`src/rtl/net_config.sv`:
```
// Shared types and constants for the net_loader host driver.
package net_config;

    localparam int NET_MEM_BYTES = 945;
    localparam int DATA_W        = 8;
    localparam int IDX_W         = 4;
    localparam int PIX_CNT_W     = $clog2(NET_MEM_BYTES + 1);

    typedef enum logic [2:0] {
        ST_IDLE,
        ST_CLEAR,
        ST_LOAD,
        ST_START,
        ST_WAIT,
        ST_RESULT
    } loader_state_t;

endpackage

```
`src/rtl/net_loader_if.sv`:
```
// Pixel stream, net_proc memory/handshake and result port of net_loader.
interface net_loader_if;
    import net_config::*;

    logic              s_valid;
    logic              s_ready;
    logic [DATA_W-1:0] s_data;
    logic              mem_rst;
    logic              mem_we;
    logic [DATA_W-1:0] mem_wdata;
    logic              net_start;
    logic              net_done;
    logic [IDX_W-1:0]  net_idx;
    logic              res_valid;
    logic              res_ready;
    logic [IDX_W-1:0]  res_idx;
    logic              res_err;
    logic              busy;

    modport master (
        input  s_valid, s_data, net_done, net_idx, res_ready,
        output s_ready, mem_rst, mem_we, mem_wdata, net_start,
               res_valid, res_idx, res_err, busy
    );

    modport slave (
        output s_valid, s_data, net_done, net_idx, res_ready,
        input  s_ready, mem_rst, mem_we, mem_wdata, net_start,
               res_valid, res_idx, res_err, busy
    );

endinterface

```
`src/rtl/net_wdog.sv`:
```
// Loadable down-counter; expired is high while the count sits at zero.
module net_wdog #(
    parameter int CNT_W = 21
) (
    input  logic             clk,
    input  logic             rst_n,
    input  logic             load,
    input  logic             en,
    input  logic [CNT_W-1:0] load_val,
    output logic             expired
);

    logic [CNT_W-1:0] count;

    always_ff @(posedge clk or negedge rst_n) begin
        if (!rst_n) begin
            count <= '0;
        end else if (load) begin
            count <= load_val;
        end else if (en && (count != '0)) begin
            count <= count - CNT_W'(1);
        end
    end

    assign expired = (count == '0);

endmodule

```
`src/rtl/net_loader.sv`:
```
// Host driver: clears net_proc memory, streams one image in, starts the net, returns the class.
// Optional WAIT watchdog is compiled in with NET_LOADER_TIMEOUT_EN.
module net_loader
    import net_config::*;
#(
    parameter int NUM_BYTES      = 784,
    parameter int TIMEOUT_CYCLES = 2**20
) (
    input logic          clk,
    input logic          rst_n,
    net_loader_if.master bus
);

    if (NUM_BYTES < 1 || NUM_BYTES > NET_MEM_BYTES) begin : g_bad_num_bytes
        $error("net_loader: NUM_BYTES must lie in 1..NET_MEM_BYTES");
    end
    if (TIMEOUT_CYCLES < 2) begin : g_bad_timeout
        $error("net_loader: TIMEOUT_CYCLES must be at least 2");
    end

    localparam logic [PIX_CNT_W-1:0] LAST_PIX = PIX_CNT_W'(NUM_BYTES - 1);

    loader_state_t          state, next_state;
    logic [PIX_CNT_W-1:0]   cnt, cnt_next;
    logic                   first_wait;
    logic                   beat, done_ok, to_hit;
    logic                   s_ready_q, mem_rst_q, mem_we_q, net_start_q;
    logic                   res_valid_q, busy_q;
    logic [DATA_W-1:0]      mem_wdata_q;
    logic [IDX_W-1:0]       res_idx_q;
    logic                   expired;

`ifdef NET_LOADER_TIMEOUT_EN
    localparam int TO_W = $clog2(TIMEOUT_CYCLES) + 1;
    logic res_err_q;

    // Armed while in START so the count begins with the first WAIT cycle.
    net_wdog #(.CNT_W(TO_W)) u_wdog (
        .clk      (clk),
        .rst_n    (rst_n),
        .load     (state == ST_START),
        .en       (state == ST_WAIT),
        .load_val (TO_W'(TIMEOUT_CYCLES - 1)),
        .expired  (expired)
    );

    always_ff @(posedge clk or negedge rst_n) begin
        if (!rst_n) begin
            res_err_q <= 1'b0;
        end else if (done_ok) begin
            res_err_q <= 1'b0;
        end else if (to_hit) begin
            res_err_q <= 1'b1;
        end
    end

    assign bus.res_err = res_err_q;
`else
    assign expired     = 1'b0;
    assign bus.res_err = 1'b0;
`endif

    always_comb begin
        next_state = state;
        cnt_next   = cnt;
        beat       = 1'b0;
        done_ok    = 1'b0;
        to_hit     = 1'b0;
        case (state)
            ST_IDLE:   if (bus.s_valid) next_state = ST_CLEAR;
            ST_CLEAR: begin
                cnt_next   = '0;
                next_state = ST_LOAD;
            end
            ST_LOAD: begin
                if (bus.s_valid && s_ready_q) begin
                    beat     = 1'b1;
                    cnt_next = cnt + PIX_CNT_W'(1);
                    if (cnt == LAST_PIX) next_state = ST_START;
                end
            end
            ST_START:  next_state = ST_WAIT;
            ST_WAIT: begin
                // A done still high from the previous job is masked for one cycle.
                if (!first_wait) begin
                    if (bus.net_done) begin
                        done_ok    = 1'b1;
                        next_state = ST_RESULT;
                    end else if (expired) begin
                        to_hit     = 1'b1;
                        next_state = ST_RESULT;
                    end
                end
            end
            ST_RESULT: if (bus.res_ready) next_state = ST_IDLE;
            default:   next_state = ST_IDLE;
        endcase
    end

    always_ff @(posedge clk or negedge rst_n) begin
        if (!rst_n) begin
            state       <= ST_IDLE;
            cnt         <= '0;
            first_wait  <= 1'b0;
            s_ready_q   <= 1'b0;
            mem_rst_q   <= 1'b0;
            mem_we_q    <= 1'b0;
            mem_wdata_q <= '0;
            net_start_q <= 1'b0;
            res_valid_q <= 1'b0;
            res_idx_q   <= '0;
            busy_q      <= 1'b0;
        end else begin
            state       <= next_state;
            cnt         <= cnt_next;
            first_wait  <= (state == ST_START);
            s_ready_q   <= (next_state == ST_LOAD);
            mem_rst_q   <= (next_state == ST_CLEAR);
            mem_we_q    <= beat;
            net_start_q <= (next_state == ST_START);
            res_valid_q <= (next_state == ST_RESULT);
            busy_q      <= (next_state != ST_IDLE);
            if (beat) mem_wdata_q <= bus.s_data;
            if (done_ok) begin
                res_idx_q <= bus.net_idx;
            end else if (to_hit) begin
                res_idx_q <= 4'hF;
            end
        end
    end

    assign bus.s_ready   = s_ready_q;
    assign bus.mem_rst   = mem_rst_q;
    assign bus.mem_we    = mem_we_q;
    assign bus.mem_wdata = mem_wdata_q;
    assign bus.net_start = net_start_q;
    assign bus.res_valid = res_valid_q;
    assign bus.res_idx   = res_idx_q;
    assign bus.busy      = busy_q;

endmodule
```
`src/flat_wrapper.sv`:
```
// flat-port wrapper written by rule: the top's interface ports become plain ports
module net_loader_flat import net_config::*;
#(
    parameter int NUM_BYTES      = 784,
    parameter int TIMEOUT_CYCLES = 2**20
)
  (clk, rst_n, bus_s_valid, bus_s_data, bus_net_done, bus_net_idx, bus_res_ready, bus_s_ready, bus_mem_rst, bus_mem_we, bus_mem_wdata, bus_net_start, bus_res_valid, bus_res_idx, bus_res_err, bus_busy);
  net_loader_if bus_i ();
  input logic clk;
  input logic rst_n;
  input wire logic [$bits(bus_i.s_valid)-1:0] bus_s_valid;
  input wire logic [$bits(bus_i.s_data)-1:0] bus_s_data;
  input wire logic [$bits(bus_i.net_done)-1:0] bus_net_done;
  input wire logic [$bits(bus_i.net_idx)-1:0] bus_net_idx;
  input wire logic [$bits(bus_i.res_ready)-1:0] bus_res_ready;
  output wire logic [$bits(bus_i.s_ready)-1:0] bus_s_ready;
  output wire logic [$bits(bus_i.mem_rst)-1:0] bus_mem_rst;
  output wire logic [$bits(bus_i.mem_we)-1:0] bus_mem_we;
  output wire logic [$bits(bus_i.mem_wdata)-1:0] bus_mem_wdata;
  output wire logic [$bits(bus_i.net_start)-1:0] bus_net_start;
  output wire logic [$bits(bus_i.res_valid)-1:0] bus_res_valid;
  output wire logic [$bits(bus_i.res_idx)-1:0] bus_res_idx;
  output wire logic [$bits(bus_i.res_err)-1:0] bus_res_err;
  output wire logic [$bits(bus_i.busy)-1:0] bus_busy;
  assign bus_i.s_valid = bus_s_valid;
  assign bus_i.s_data = bus_s_data;
  assign bus_i.net_done = bus_net_done;
  assign bus_i.net_idx = bus_net_idx;
  assign bus_i.res_ready = bus_res_ready;
  assign bus_s_ready = bus_i.s_ready;
  assign bus_mem_rst = bus_i.mem_rst;
  assign bus_mem_we = bus_i.mem_we;
  assign bus_mem_wdata = bus_i.mem_wdata;
  assign bus_net_start = bus_i.net_start;
  assign bus_res_valid = bus_i.res_valid;
  assign bus_res_idx = bus_i.res_idx;
  assign bus_res_err = bus_i.res_err;
  assign bus_busy = bus_i.busy;
  net_loader #(.NUM_BYTES(NUM_BYTES), .TIMEOUT_CYCLES(TIMEOUT_CYCLES)) u_core (.clk(clk), .rst_n(rst_n), .bus(bus_i));
endmodule
```
`config.mk`:
```
export PLATFORM = sky130hd
export DESIGN_NAME = net_loader_flat
export DESIGN_NICKNAME = d
export VERILOG_FILES = /design/src/rtl/net_config.sv /design/src/rtl/net_loader_if.sv /design/src/rtl/net_wdog.sv /design/src/rtl/net_loader.sv /design/src/flat_wrapper.sv
export SDC_FILE = /design/constraint.sdc
export NUM_CORES = 1
export LEC_CHECK = 0
export ABC_AREA = 1
export CORE_MARGIN = 2
export CORE_UTILIZATION = 51
export CTS_BUF_LIST = sky130_fd_sc_hd__clkbuf_8
export DETAILED_ROUTE_END_ITERATION = 16
export PLACE_DENSITY = 0.9
export SLEW_MARGIN = 40
export SYNTH_ARGS = -nofsm -noshare
export SYNTH_HDL_FRONTEND = slang
export SYNTH_SLANG_ARGS = --single-unit
```
`constraint.sdc`:
```
create_clock -name clk -period 1.5 [get_ports clk]
set_input_delay 0.3 -clock clk [delete_from_list [all_inputs] [get_ports clk]]
set_output_delay 0.3 -clock clk [all_outputs]
set_load 0.05 [all_outputs]
```
* Word-level counts from Yosys, hierarchy flattened
Index checks and enable logic that the tools add are counted.
Word-level totals: flip-flop bits (word level) 32, latch bits 0, RAM bits 0, memory bits (read-only) 0, input bits 17, output and inout bits 19, memories kept 0
Operators by class: $add $sub $neg 1, multiply operators 0, divide/modulo/power cells 0, $lt $le $gt $ge 0, eq/ne operators 11, shifts and indexed selects 0, mux-type cells 15, bitwise logic cells 0, reduce and logical (&&, ||, !) cells 5
Operators with widths (number):
- case mux 10 bit (2 select lines) | 1
- two-way mux 3 bit | 6
- case mux 3 bit (6 select lines) | 1
- == test 3 x 2 -> 1 bit (second input constant) | 4
- adder 10 x 1 -> 10 bit (second input constant) | 1
- == test 10 bit (second input constant) | 1
- two-way mux 10 bit | 1
- == test 3 bit (second input constant) | 3
- == test 3 x 1 -> 1 bit (second input constant) | 2
- two-way mux 1 bit | 5
- two-way mux 4 bit | 1
- zero test 3 bit | 1
- nonzero test 3 bit | 1
- != test 2 x 1 -> 1 bit (second input constant) | 1
- AND reduction 2 bit | 1
- nonzero test 2 bit | 1
- logical AND 1 bit | 1

* Logic depth before layout (Yosys ltp)
depth after elaboration 5, gate-level depth with buffers 8, gate-level depth less buffers 7

* Worst setup path after synthesis
Ideal clock, no wire load.
path type register to register, start reg u_core.s_ready_q (netlist: u_core.bus.s_ready), end reg u_core.cnt[2], library setup time 0.121 ns, arrival time 1.202 ns, required time 1.379 ns, setup slack 0.177 ns, cell stages (with the launch flop) 7, buffers on the path 1, cells stage by stage dfrtp_1 -> nand2_1 -> inv_1 -> nand2_2 -> buf_2 -> o21ai_0 -> nor2_1
Between the ends: longest elaborated chain between the ends 3
RTL lines:
- start: declaration | RTL line net_loader.sv:27 | logic s_ready_q, mem_rst_q, mem_we_q, net_start_q;
- start signal: assignment | RTL line net_loader.sv:117 | s_ready_q <= (next_state == ST_LOAD);
- logical AND 1 bit | RTL line net_loader.sv:76 | if (bus.s_valid && s_ready_q) begin
- != test 2 x 1 -> 1 bit (no line)
- AND reduction 2 bit (no line)
- end signal: assignment | RTL line net_loader.sv:115 | cnt <= cnt_next;
- end: declaration | RTL line net_loader.sv:24 | logic [PIX_CNT_W-1:0] cnt, cnt_next;
No other way between the ends. A chain may end at the register's enable or synchronous reset.

* Worst setup path in the final report
start reg u_core.state[0], end reg u_core.cnt[2]
Between the ends: longest elaborated chain between the ends 3, elaborated cells on any way between the ends 6
RTL lines:
- start: declaration | RTL line net_loader.sv:23 | loader_state_t state, next_state;
- start signal: assignment | RTL line net_loader.sv:114 | state <= next_state;
- == test 3 x 2 -> 1 bit or == test 3 x 1 -> 1 bit (tied branches) | RTL line net_loader.sv:69 | case (state)
- != test 2 x 1 -> 1 bit (no line) or nonzero test 2 bit (tied branches)
- AND reduction 2 bit (no line)
Several ways; a longest one is shown, not always the timed one.

==> flow_metrics.env <==
export IMPL_outcome="finished clean"
export IMPL_rsz0062_at_grt="no"
export IMPL_cpLargestDelayFamily="flip-flops"
export IMPL_ys_seq_area_frac=0.539
export IMPL_reg2reg_setup_slack_ns=0.12
export IMPL_r2r_end="u_core.cnt[2]"
export IMPL_fin_skew_ns=0.00570
export IMPL_grt_pass1_vias=1389
export IMPL_p_sw_frac=0.419
export IMPL_die_area_mm2=0.00336
export IMPL_dr_first_iter_drc_count=48
export IMPL_drv_slew=0
export IMPL_path_clk_slew_ns=0.06
export IMPL_yosys_area_top_type="dfrtp_1"
export IMPL_dieWidth_um=58.0
export IMPL_synth_top_cell_area_share=0.539
export IMPL_grt_use_total=0.260
export IMPL_cts_sinks=32
export IMPL_cts_hold_buf=0
export IMPL_ctsResizeCount=0
export IMPL_synthCells=180
export IMPL_cts_inserted_buffers=5
export IMPL_drc=0
export IMPL_synth_area_mm2=0.00149
export IMPL_cts_tree="built"
export IMPL_io_pins=36
export IMPL_clockPowerShare=0.154
export IMPL_crit_chain="nor3_4, nand2_2, buf_4, o21ai_0, nor2_1"
export IMPL_synth_seq_cells=32
export IMPL_power_switching_uw=1810
export IMPL_initial_core_util=0.539
export IMPL_hold_path_class="in2async"
export IMPL_vias_per_cell=5.32
export IMPL_max_freq_mhz=722
export IMPL_reg2reg_depth=5
export IMPL_setup_viol=0
export IMPL_dr_pass1_iters=4
export IMPL_row_count=19
export IMPL_vias=1383
export IMPL_p_int_uw=2510
export IMPL_final_nets=246
export IMPL_slowest_stage="dfrtp_1"
export IMPL_yosysWarnings=0
export IMPL_maxCapViolations=0
export IMPL_tns_ns=0
export IMPL_cts_setup_buffers=0
export IMPL_cts_path_max_buffers=2
export IMPL_synthTopCellsByArea="dfrtp_1 54%, nand2_1 17%, nand3_1 5.4%"
export IMPL_synth_simple_area_share=0.342
export IMPL_place_hpwl_mm=2.62
export IMPL_ir_drop_mv=1.85
export IMPL_numPortBuffers=34
export IMPL_syn_num_nets=198
export IMPL_crit_path_end_kind="flop"
export IMPL_final_antenna_net_count=0
export IMPL_critical_path_reg2reg_startpoint="u_core.state[0]"
export IMPL_multi_input_area_um2=576
export IMPL_synth_cell_types=19
export IMPL_h_tree_depth=2
export IMPL_critPathMaxFanout=6
export IMPL_fin_ws_ns=0.115
export IMPL_synth_top_cells_by_count="69 x nand2_1, 32 x dfrtp_1, 20 x inv_1, 16 x nand3_1, 15 x nor2_1"
export IMPL_post_route_min_period_ns=1.38
export IMPL_required_ns=1.67
export IMPL_critical_path_buf_inv_count=1
export IMPL_cp_arrival_ns=1.56
export IMPL_seqPwrFrac=0.324
export IMPL_power_uw=4320
export IMPL_drive_gt1_frac=0.188
export IMPL_yosys_cell_count_top_type="nand2_1"
export IMPL_gr_total_overflow=0
export IMPL_final_hold_viol_count=0
export IMPL_synth_top_family_by_area="simple AND/OR/NAND/NOR gates"
export IMPL_synthArstFlopShare=1.00
export IMPL_clock_latency_ns=0.29
export IMPL_finalCritPeriodShare=0.923
export IMPL_synth_adder_area_share=0.00842
export IMPL_dpl_worst_slack_ns=-0.0558
export IMPL_grt_pass1_wl_mm=6.43
export IMPL_die_h_um=58.0
export IMPL_synth_edff_count=0
export IMPL_wl_mm=3.71
export IMPL_avgRoutedWirePerCell_um=14.3
export IMPL_synth_ff_type="dfrtp_1"
export IMPL_synthMuxAreaShare=0
export IMPL_synth_xor_area_frac=0
export IMPL_regArea_um2=801
export IMPL_grt_start_max_net_pins=33
export IMPL_p_leak_uw=0.00114
export IMPL_avgSynthCellArea_um2=8.26
export IMPL_combPwrFrac=0.521
export IMPL_antennaDiodeCount=0
export IMPL_ctsRootBufferMaster="clkbuf_8"
export IMPL_synth_compound_area_frac=0.0311
export IMPL_criticalPathCategory="reg2reg"
export IMPL_cp_start_kind="flop"
export IMPL_place_gp_congestion=0.885
export IMPL_core_area_mm2=0.00276
export IMPL_syn_to_final_growth_pct=48.1
export IMPL_fillCellCount=147
export IMPL_power_density_mw_per_mm2=1960
export IMPL_antenna_found_initial=0
export IMPL_crit_path_max_incr_delay_ns=0.45
## cell type report
type,instances,share of cell area
Inverter,21,0.0364
Timing Repair Buffer,45,0.280
Clock buffer,6,0.0375
Clock inverter,2,0.00341
Multi-Input combinational cell,123,0.262
Sequential cell,32,0.364
Tap cell,31,0.0176
## metal layers
layer / part of all wire / global-route usage / up-vias
li1: - / - / 655
met1: 0.38 / 0.308 / 673
met2: 0.53 / 0.430 / 45
met3: 0.072 / 0.0982 / 10
met4: 0.022 / 0.0997 / 0
met5: 0 / 0 / -
## per-stage QoR
stage | util | instances | cell area, um2 | hold slack [ns]
detailed placement | 0.764 | 252 | 2110 | 0.505
global placement | 0.764 | 252 | 2110 | 0.496
CTS | 0.796 | 260 | 2200 | 0.386
floorplan | - | 180 | 1490 | 0.00441
finish | 0.798 | 260 | 2200 | 0.378
global route | 0.798 | 260 | 2200 | 0.394
## power by group through the flow
stage	registers (uW)	clock network [uW]	logic (uW)
after floorplan	1980	0	463
after CTS	1400	682	2270
after global routing	1430	713	2380
after global placement	1400	0	2190
final	1400	666	2250
after detailed placement	1410	0	2250
## state kept, by name (all words and copies together) (netlist names)
name,cells
u_core.first_wait,1
u_core.bus.mem_rst,1
u_core.bus.mem_we,1
u_core.state,3
u_core.bus.res_idx,4
u_core.bus.mem_wdata,8
u_core.bus.res_valid,1
u_core.cnt,10
u_core.bus.net_start,1
u_core.bus.busy,1
u_core.bus.s_ready,1
## worst max path at each step
stage	start	endpoint	slack (ns)	cells past startpoint
floorplan	u_core.bus.s_ready	u_core.cnt[2]	0.18	6
global placement	bus_s_valid	u_core.cnt[8]	-0.006	8
detailed placement	bus_s_valid	u_core.cnt[8]	-0.06	8
CTS	u_core.cnt[1]	u_core.cnt[4]	0.14	7
global route	u_core.state[0]	u_core.cnt[2]	0.02	5
finish	u_core.state[0]	u_core.cnt[2]	0.12	5
## logic make-up after synthesis
kind of cell	after synthesis
AND/OR/NAND/NOR	113
buffers and inverters	25
adder cells (fa/ha/maj)	1
AO/OA/AOI/OAI	8
other	1
flip-flops	32
## layout by cell type, fill, tap and decap left out
cell type,instances
nand2_1,69
dfrtp_1,32
inv_1,22
buf_12,19
nand3_1,16
clkdlybuf4s50_1,16
nor2_1,15
buf_4,10
nand4_1,7
clkbuf_8,6
o21ai_0,4
a21oi_1,3
nor3_4,2
nand2_2,2
clkinv_2,1
nor2_4,1
nand3_4,1
a21boi_2,1
ha_1,1
conb_1,1
No activity file was read; power rests on OpenSTA's default activity.
